### config.mk
export PLATFORM = sky130hd
export DESIGN_NAME = serial_tx_flat
export DESIGN_NICKNAME = d
export VERILOG_FILES = /design/src/rtl/serial_tx_if.sv /design/src/rtl/serial_tx.sv /design/src/flat_wrapper.sv
export SDC_FILE = /design/constraint.sdc
export NUM_CORES = 1
export LEC_CHECK = 0
export CAP_MARGIN = 0
export CORE_ASPECT_RATIO = 0.5
export CORE_MARGIN = 2
export CORE_UTILIZATION = 35
export CTS_CLUSTER_DIAMETER = 50
export DETAILED_ROUTE_END_ITERATION = 10
export MAX_ROUTING_LAYER = met4
export SYNTH_ARGS = -nofsm -noshare
export SYNTH_HDL_FRONTEND = slang
export SYNTH_SLANG_ARGS = --single-unit
### constraint.sdc
create_clock -name clock -period 2.56 [get_ports clock]
set_input_delay 0.768 -clock clock [delete_from_list [all_inputs] [get_ports clock]]
set_output_delay 0.768 -clock clock [all_outputs]
set_load 0.05 [all_outputs]
### src/rtl/serial_tx_if.sv
// Handshake and serial-line bundle between a word source and the serial transmitter.
// master = word source / line observer, slave = transmitter.
interface serial_tx_if #(
  parameter int DATA_WIDTH = 8
);
  logic [DATA_WIDTH-1:0] data;
  logic                  load;
  logic                  ready;
  logic                  q;
  logic                  busy;
  logic                  done;

  modport master (
    output data,
    output load,
    input  ready,
    input  q,
    input  busy,
    input  done
  );

  modport slave (
    input  data,
    input  load,
    output ready,
    output q,
    output busy,
    output done
  );
endinterface

### src/rtl/serial_tx.sv
// Serial frame transmitter: start bit, LSB-first data, optional even parity, stop bit; registered line.
// Define SERIAL_TX_PARITY_EN to insert the even-parity bit between the data MSB and the stop bit.
module serial_tx #(
  parameter int DATA_WIDTH   = 8,
  parameter int CLKS_PER_BIT = 4
) (
  input  logic       clock,
  input  logic       reset,
  serial_tx_if.slave bus
);
  localparam int CW = (CLKS_PER_BIT > 1) ? $clog2(CLKS_PER_BIT) : 1;
  localparam int BW = $clog2(DATA_WIDTH + 1);
  localparam logic [CW-1:0] CYC_LAST = CW'(CLKS_PER_BIT - 1);
  localparam logic [BW-1:0] BIT_LAST = BW'(DATA_WIDTH - 1);

`ifdef SERIAL_TX_PARITY_EN
  typedef enum logic [2:0] {IDLE, START, DATA, PARITY, STOP} state_t;
`else
  typedef enum logic [1:0] {IDLE, START, DATA, STOP} state_t;
`endif

  state_t                state;
  logic [CW-1:0]         cyc;
  logic [BW-1:0]         bitcnt;
  logic [DATA_WIDTH-1:0] shift;
  logic [DATA_WIDTH-1:0] shift_nxt;
  logic                  cyc_last;
  logic                  q_r;
  logic                  ready_r;
  logic                  busy_r;
  logic                  done_r;
`ifdef SERIAL_TX_PARITY_EN
  logic                  par;
`endif

  assign cyc_last  = (cyc == CYC_LAST);
  assign shift_nxt = shift >> 1;

  assign bus.q     = q_r;
  assign bus.ready = ready_r;
  assign bus.busy  = busy_r;
  assign bus.done  = done_r;

  // Line value is loaded one edge ahead of each bit so q stays a pure flop output.
  always_ff @(posedge clock) begin
    if (reset) begin
      state   <= IDLE;
      cyc     <= '0;
      bitcnt  <= '0;
      shift   <= '0;
      q_r     <= 1'b1;
      ready_r <= 1'b1;
      busy_r  <= 1'b0;
      done_r  <= 1'b0;
`ifdef SERIAL_TX_PARITY_EN
      par     <= 1'b0;
`endif
    end else begin
      done_r <= 1'b0;
      case (state)
        IDLE: begin
          if (bus.load) begin
            state   <= START;
            shift   <= bus.data;
            cyc     <= '0;
            bitcnt  <= '0;
            q_r     <= 1'b0;
            ready_r <= 1'b0;
            busy_r  <= 1'b1;
`ifdef SERIAL_TX_PARITY_EN
            par     <= ^bus.data;
`endif
          end
        end
        START: begin
          if (cyc_last) begin
            state <= DATA;
            cyc   <= '0;
            q_r   <= shift[0];
          end else begin
            cyc <= cyc + CW'(1);
          end
        end
        DATA: begin
          if (cyc_last) begin
            cyc <= '0;
            if (bitcnt == BIT_LAST) begin
`ifdef SERIAL_TX_PARITY_EN
              state <= PARITY;
              q_r   <= par;
`else
              state <= STOP;
              q_r   <= 1'b1;
`endif
            end else begin
              bitcnt <= bitcnt + BW'(1);
              shift  <= shift_nxt;
              q_r    <= shift_nxt[0];
            end
          end else begin
            cyc <= cyc + CW'(1);
          end
        end
`ifdef SERIAL_TX_PARITY_EN
        PARITY: begin
          if (cyc_last) begin
            state <= STOP;
            cyc   <= '0;
            q_r   <= 1'b1;
          end else begin
            cyc <= cyc + CW'(1);
          end
        end
`endif
        STOP: begin
          if (cyc_last) begin
            state   <= IDLE;
            cyc     <= '0;
            q_r     <= 1'b1;
            ready_r <= 1'b1;
            busy_r  <= 1'b0;
            done_r  <= 1'b1;
          end else begin
            cyc <= cyc + CW'(1);
          end
        end
        default: begin
          state   <= IDLE;
          q_r     <= 1'b1;
          ready_r <= 1'b1;
          busy_r  <= 1'b0;
        end
      endcase
    end
  end
endmodule

### src/flat_wrapper.sv
// flat-port wrapper written by rule: the top's interface ports become plain ports
module serial_tx_flat 
#(
  parameter int DATA_WIDTH   = 8,
  parameter int CLKS_PER_BIT = 4
)
  (clock, reset, bus_data, bus_load, bus_ready, bus_q, bus_busy, bus_done);
  serial_tx_if #(.DATA_WIDTH(DATA_WIDTH)) bus_i ();
  input  logic clock;
  input  logic reset;
  input wire logic [$bits(bus_i.data)-1:0] bus_data;
  input wire logic [$bits(bus_i.load)-1:0] bus_load;
  output wire logic [$bits(bus_i.ready)-1:0] bus_ready;
  output wire logic [$bits(bus_i.q)-1:0] bus_q;
  output wire logic [$bits(bus_i.busy)-1:0] bus_busy;
  output wire logic [$bits(bus_i.done)-1:0] bus_done;
  assign bus_i.data = bus_data;
  assign bus_i.load = bus_load;
  assign bus_ready = bus_i.ready;
  assign bus_q = bus_i.q;
  assign bus_busy = bus_i.busy;
  assign bus_done = bus_i.done;
  serial_tx #(.DATA_WIDTH(DATA_WIDTH), .CLKS_PER_BIT(CLKS_PER_BIT)) u_core (.clock(clock), .reset(reset), .bus(bus_i));
endmodule
; ---- Word level (Yosys, flattened, before mapping)
; Index checks and enable logic that the tools add are counted.
[word_totals]
inputBits = 11
wordCells = 59
reg_bits = 20
[op_classes]
eq_ne = 11
n_addsub = 2
bitwise_logic = 1
reduce_logical = 9
n_mux = 28
[op_table]
columns = cell, n
row1 = two-way mux 8 bit, 3
row2 = case mux 8 bit (2 select lines), 1
row3 = two-way mux 2 bit, 7
row4 = two-way mux 4 bit, 3
row5 = two-way mux 1 bit, 8
row6 = "!= test 2 x 1 -> 1 bit, second input constant", 4
row7 = case mux 2 bit (4 select lines), 1
row8 = case mux 4 bit (2 select lines), 1
row9 = AND reduction 4 bit, 2
row10 = "equality test 2 bit, second input constant", 3
row11 = AND reduction 5 bit, 1
row12 = "adder 4 x 1 -> 4 bit, second input constant", 1
row13 = "equality test 4 x 3 -> 1 bit, second input constant", 1
row14 = "!= test 2 bit, second input constant", 2
row15 = case mux 1 bit (2 select lines), 2
row16 = case mux 1 bit (4 select lines), 1
row17 = case mux 2 bit (2 select lines), 1
row18 = nonzero test 2 bit, 2
row19 = AND reduction 3 bit, 1
row20 = OR reduction 3 bit, 1
row21 = "adder 2 x 1 -> 2 bit, second input constant", 1
row22 = "equality test 2 x 1 -> 1 bit, second input constant", 1
row23 = zero test 2 bit, 1
row24 = OR reduction 2 bit, 1
row25 = NOT 1 bit, 1

; ---- Depth between registers and ports, before layout
[logic_depth]
word_depth = 4
depth_mapped = 7
depth_no_buf = 5

; ---- Worst setup path before layout
; Ideal clock, no wire load.
[synth_path]
kind = flip-flop to flip-flop
from = register u_core.state[0]
to = register u_core.q_r, in the netlist u_core.bus.q
stages_incl_launch_ff = 7
n_path_buf = 1
setup_slack_ns = 0.793
t_arrival_ns = 1.645
synth_period_minus_slack_ns = 1.767
cell_sequence = dfxtp_1 inv_1 ha_1 buf_6 or3_4 a21o_1 a221o_1
[synth_via]
elab_chain_len = 3
word_cells_on_any_way = 10
cone_classes = eq/ne (7) / mux (1) / reduce/logical (2)
[synth_lines]
columns = item, line
row1 = start: declaration, serial_tx.sv:22  ; state_t state;
row2 = start signal: assignment, serial_tx.sv:47  ; state <= IDLE;
row3 = start signal: assignment, serial_tx.sv:63  ; state <= START;
row4 = start signal: assignment, serial_tx.sv:77  ; state <= DATA;
row5 = "equality test 2 x 1 -> 1 bit, or another cell as far along", serial_tx.sv:60  ; case (state)
row6 = != test 2 x 1 -> 1 bit (no line) or != test 2 bit (tied branches), -
row7 = AND reduction 4 bit (no line), -
row8 = end signal: assignment, serial_tx.sv:79  ; q_r <= shift[0];
row9 = end signal: assignment, serial_tx.sv:98  ; q_r <= shift_nxt[0];
row10 = end: declaration, serial_tx.sv:28  ; logic q_r;
; Several ways; a longest one is shown, not always the timed one.
; A chain may end at the register's enable or synchronous reset.

; ---- Worst setup path in the final report
[layout_path]
from = register u_core.busy_r, in the netlist u_core.bus.busy
to = output bus_busy
[layout_rtl]
columns = item, line
row1 = start: declaration, serial_tx.sv:30  ; logic busy_r;
row2 = start signal: assignment, serial_tx.sv:53  ; busy_r <= 1'b0;
row3 = start signal: assignment, serial_tx.sv:69  ; busy_r <= 1'b1;
row4 = start signal: assignment, serial_tx.sv:121  ; busy_r <= 1'b0;
row5 = end: declaration, flat_wrapper.sv:15  ; output wire logic [$bits(bus_i.busy)-1:0] bus_busy;
; No word-level cell between the ends.

==> results.tsv <==
metric	value	unit
status	finished clean	
dp_hpwl	1.78	mm
drive_gt1_share	19.7	%
start_kind	flop	
die_height	44.0	um
drt-initial-drc-count	32	
io_buffers	14	
htree_levels	1	
intPower	0.938	mW
post-route-period-util	85.5	%
p_total	1.49	mW
ys_warn_count	0	
crit_fanout	3	
min_path_type	reg2reg	
min_period	2190	ps
fin_skew	7.74	ps
clock_power_share	21.7	%
ir_drop	0.000403	V
rsz0062_at_grt	no	
critPathCaptureType	output pin	
final_max_slew_viol_count	0	
antenna_cells	0	
cts.reportedPaths.clkPinSlew	70	ps
slew_headroom	66.6	%
grt_pass1_vias	843	
cts_resized	0	
via_count	903	
p_switching	0.549	mW
place_congestion	0.806	
path_cells	clkdlybuf4s50_1	
via_per_inst	5.25	
synthArstFlopShare	0	%
nFillCells	290	
ys_seq_area_share	35.8	%
ys_ff_latch	20	
yosysMostFrequentCell	dfxtp_1	
cpPeakStageDelay	810	ps
p_leak	0.533	nW
syn-instance-count	113	
hold_viol	0	
die_x	83.9	um
cts_tree	yes	
area_delta_synth_final	25.0	%
dp_slack	417	ps
synthTopCellsByArea	dfxtp_1 (36%), mux2i_1 (8.1%), a211oi_2 (7.8%), ha_1 (7.8%), a31oi_1 (4.5%)	
seq_power_share	29.6	%
maxCapViolCount	0	
synth_top_cell_by_area	dfxtp_1	
syn_area	1120	um2
worstSkewPairLatency	270	ps
antenna_left	0	
p_sw_share	36.9	%
holdBufCountCts	0	
grt_usage	15.0	%
critical-path-top-delay-family	buffers and inverters	
grt.overflow.total	0	
dieArea	3690	um2
post_cts_buffers	0	
whs	459	ps
cts_max_path_buffers	2	
antenna_found_initial	0	
finalSetupTns	0	ps
synth_commonest_cells	dfxtp_1 (20), mux2i_1 (9), nand2_1 (9)	
num_rows	14	
crit_arrival	1420	ps
path_buf_inv	1	
grt_max_degree	13	
crit_slowest_cell	clkdlybuf4s50_1	
synth_flop_cell	dfxtp_1	
p_comb_share	48.6	%
timing.final.ws_setup	370	ps
yosys.area.top_type_share	35.8	%
routed_wl	2.38	mm
cellPowerDensity	1070	nW/um2
max_freq	457	MHz
worst_pin_slew	500	ps
critPathKind	reg2out	
cts_sinks	20	
synth.distinct_cells	38	
io-pin-count	15	
critPathRequiredTime	1790	ps
core-area	3030	um2
dr.pass1.iters	4	
avgSynthCellArea	9.89	um2
synth_edf_count	0	
cts_root_buffer	clkbuf_8	
cts_made_buffers	3	
nets	151	
syn_nets	131	
setup_viol	0	
wire_per_inst	13.9	um
initial_core_util	36.9	%
grt_pass1_wl	4.14	mm
route.detailed.drc	0	
==> through the flow <==
| stage | utilization [%] | instance area, um2 | instances |
|---|---|---|---|
| 4_1_cts | 46.1 | 1400 | 172 |
| 3_5_place_dp | 43.7 | 1330 | 168 |
| 3_3_place_gp | 43.7 | 1330 | 168 |
| 6_report | 46.1 | 1400 | 172 |
| 5_1_grt | 46.1 | 1400 | 172 |
| 2_1_floorplan | - | 1120 | 113 |
==> power groups by stage <==
| stage | clock [mW] | combinational (mW) | sequential, mW |
|---|---|---|---|
| after floorplan | 0 | 0.516 | 0.480 |
| after global placement | 0 | 0.722 | 0.448 |
| after detailed placement | 0 | 0.723 | 0.449 |
| after CTS | 0.329 | 0.726 | 0.442 |
| after global routing | 0.348 | 0.793 | 0.452 |
| final | 0.323 | 0.724 | 0.441 |
==> state kept, by name (all words and copies together) (netlist names) <==
signal and cells:
u_core.bitcnt 4, u_core.bus.ready 1, u_core.bus.done 1, u_core.bus.q 1, u_core.bus.busy 1, u_core.state 2, u_core.shift 8, u_core.cyc 2
==> per-layer routing <==
layer | vias up | share of wire (%) | track usage (%)
met1 | 422 | 53 | 19.6
li1 | 468 | - | -
met5 | - | 0 | -
met4 | 0 | 0.59 | 3.87
met3 | 2 | 3.8 | 4.57
met2 | 11 | 42 | 22.9
==> kinds of logic after synthesis <==
| family | count (synthesis) | share of synthesized area (%) |
|---|---|---|
| AOI/OAI and AO/OA | 35 | 26.3 |
| and+or+nand+nor | 28 | 14.8 |
| DFF | 20 | 35.8 |
| buffers and inverters | 13 | 5.82 |
| muxes | 10 | 9.41 |
| adders and majority gates | 7 | 7.84 |
==> cell usage in the layout (no fill, tap or decap), types with 3 or more instances in the layout <==
| cell type | synthesis | final |
|---|---|---|
| dfxtp_1 | 20 | 20 |
| clkdlybuf4s50_1 | 0 | 14 |
| mux2i_1 | 9 | 9 |
| nand2_1 | 9 | 9 |
| a31oi_1 | 8 | 8 |
| buf_4 | 0 | 8 |
| a211oi_2 | 7 | 7 |
| ha_1 | 7 | 7 |
| a21oi_1 | 6 | 6 |
| inv_1 | 5 | 5 |
| nand3_1 | 3 | 3 |
| a211oi_1 | 3 | 3 |
| clkbuf_8 | 0 | 3 |
==> cell type report <==
type,count,area (um2),area share (%)
clock buffers,3,41.3,2.96
repair buffers,22,200,14.3
inverters,6,22.5,1.61
clock inverters,1,30.0,2.15
multi-input cells,80,652,46.7
well taps,40,50.0,3.58
flip-flops and latches,20,400,28.7
==> worst paths after layout <==
kind	from	to	slack (ps)	cells after the start
worst min register to register	u_core.cyc[1]	u_core.cyc[1]	460	2
worst max-delay path	u_core.bus.busy	bus_busy	370	1
worst max register to register	u_core.state[0]	u_core.bitcnt[1]	620	7
worst min-delay path	u_core.cyc[1]	u_core.cyc[1]	460	2
No activity file was read; power rests on OpenSTA's default activity.
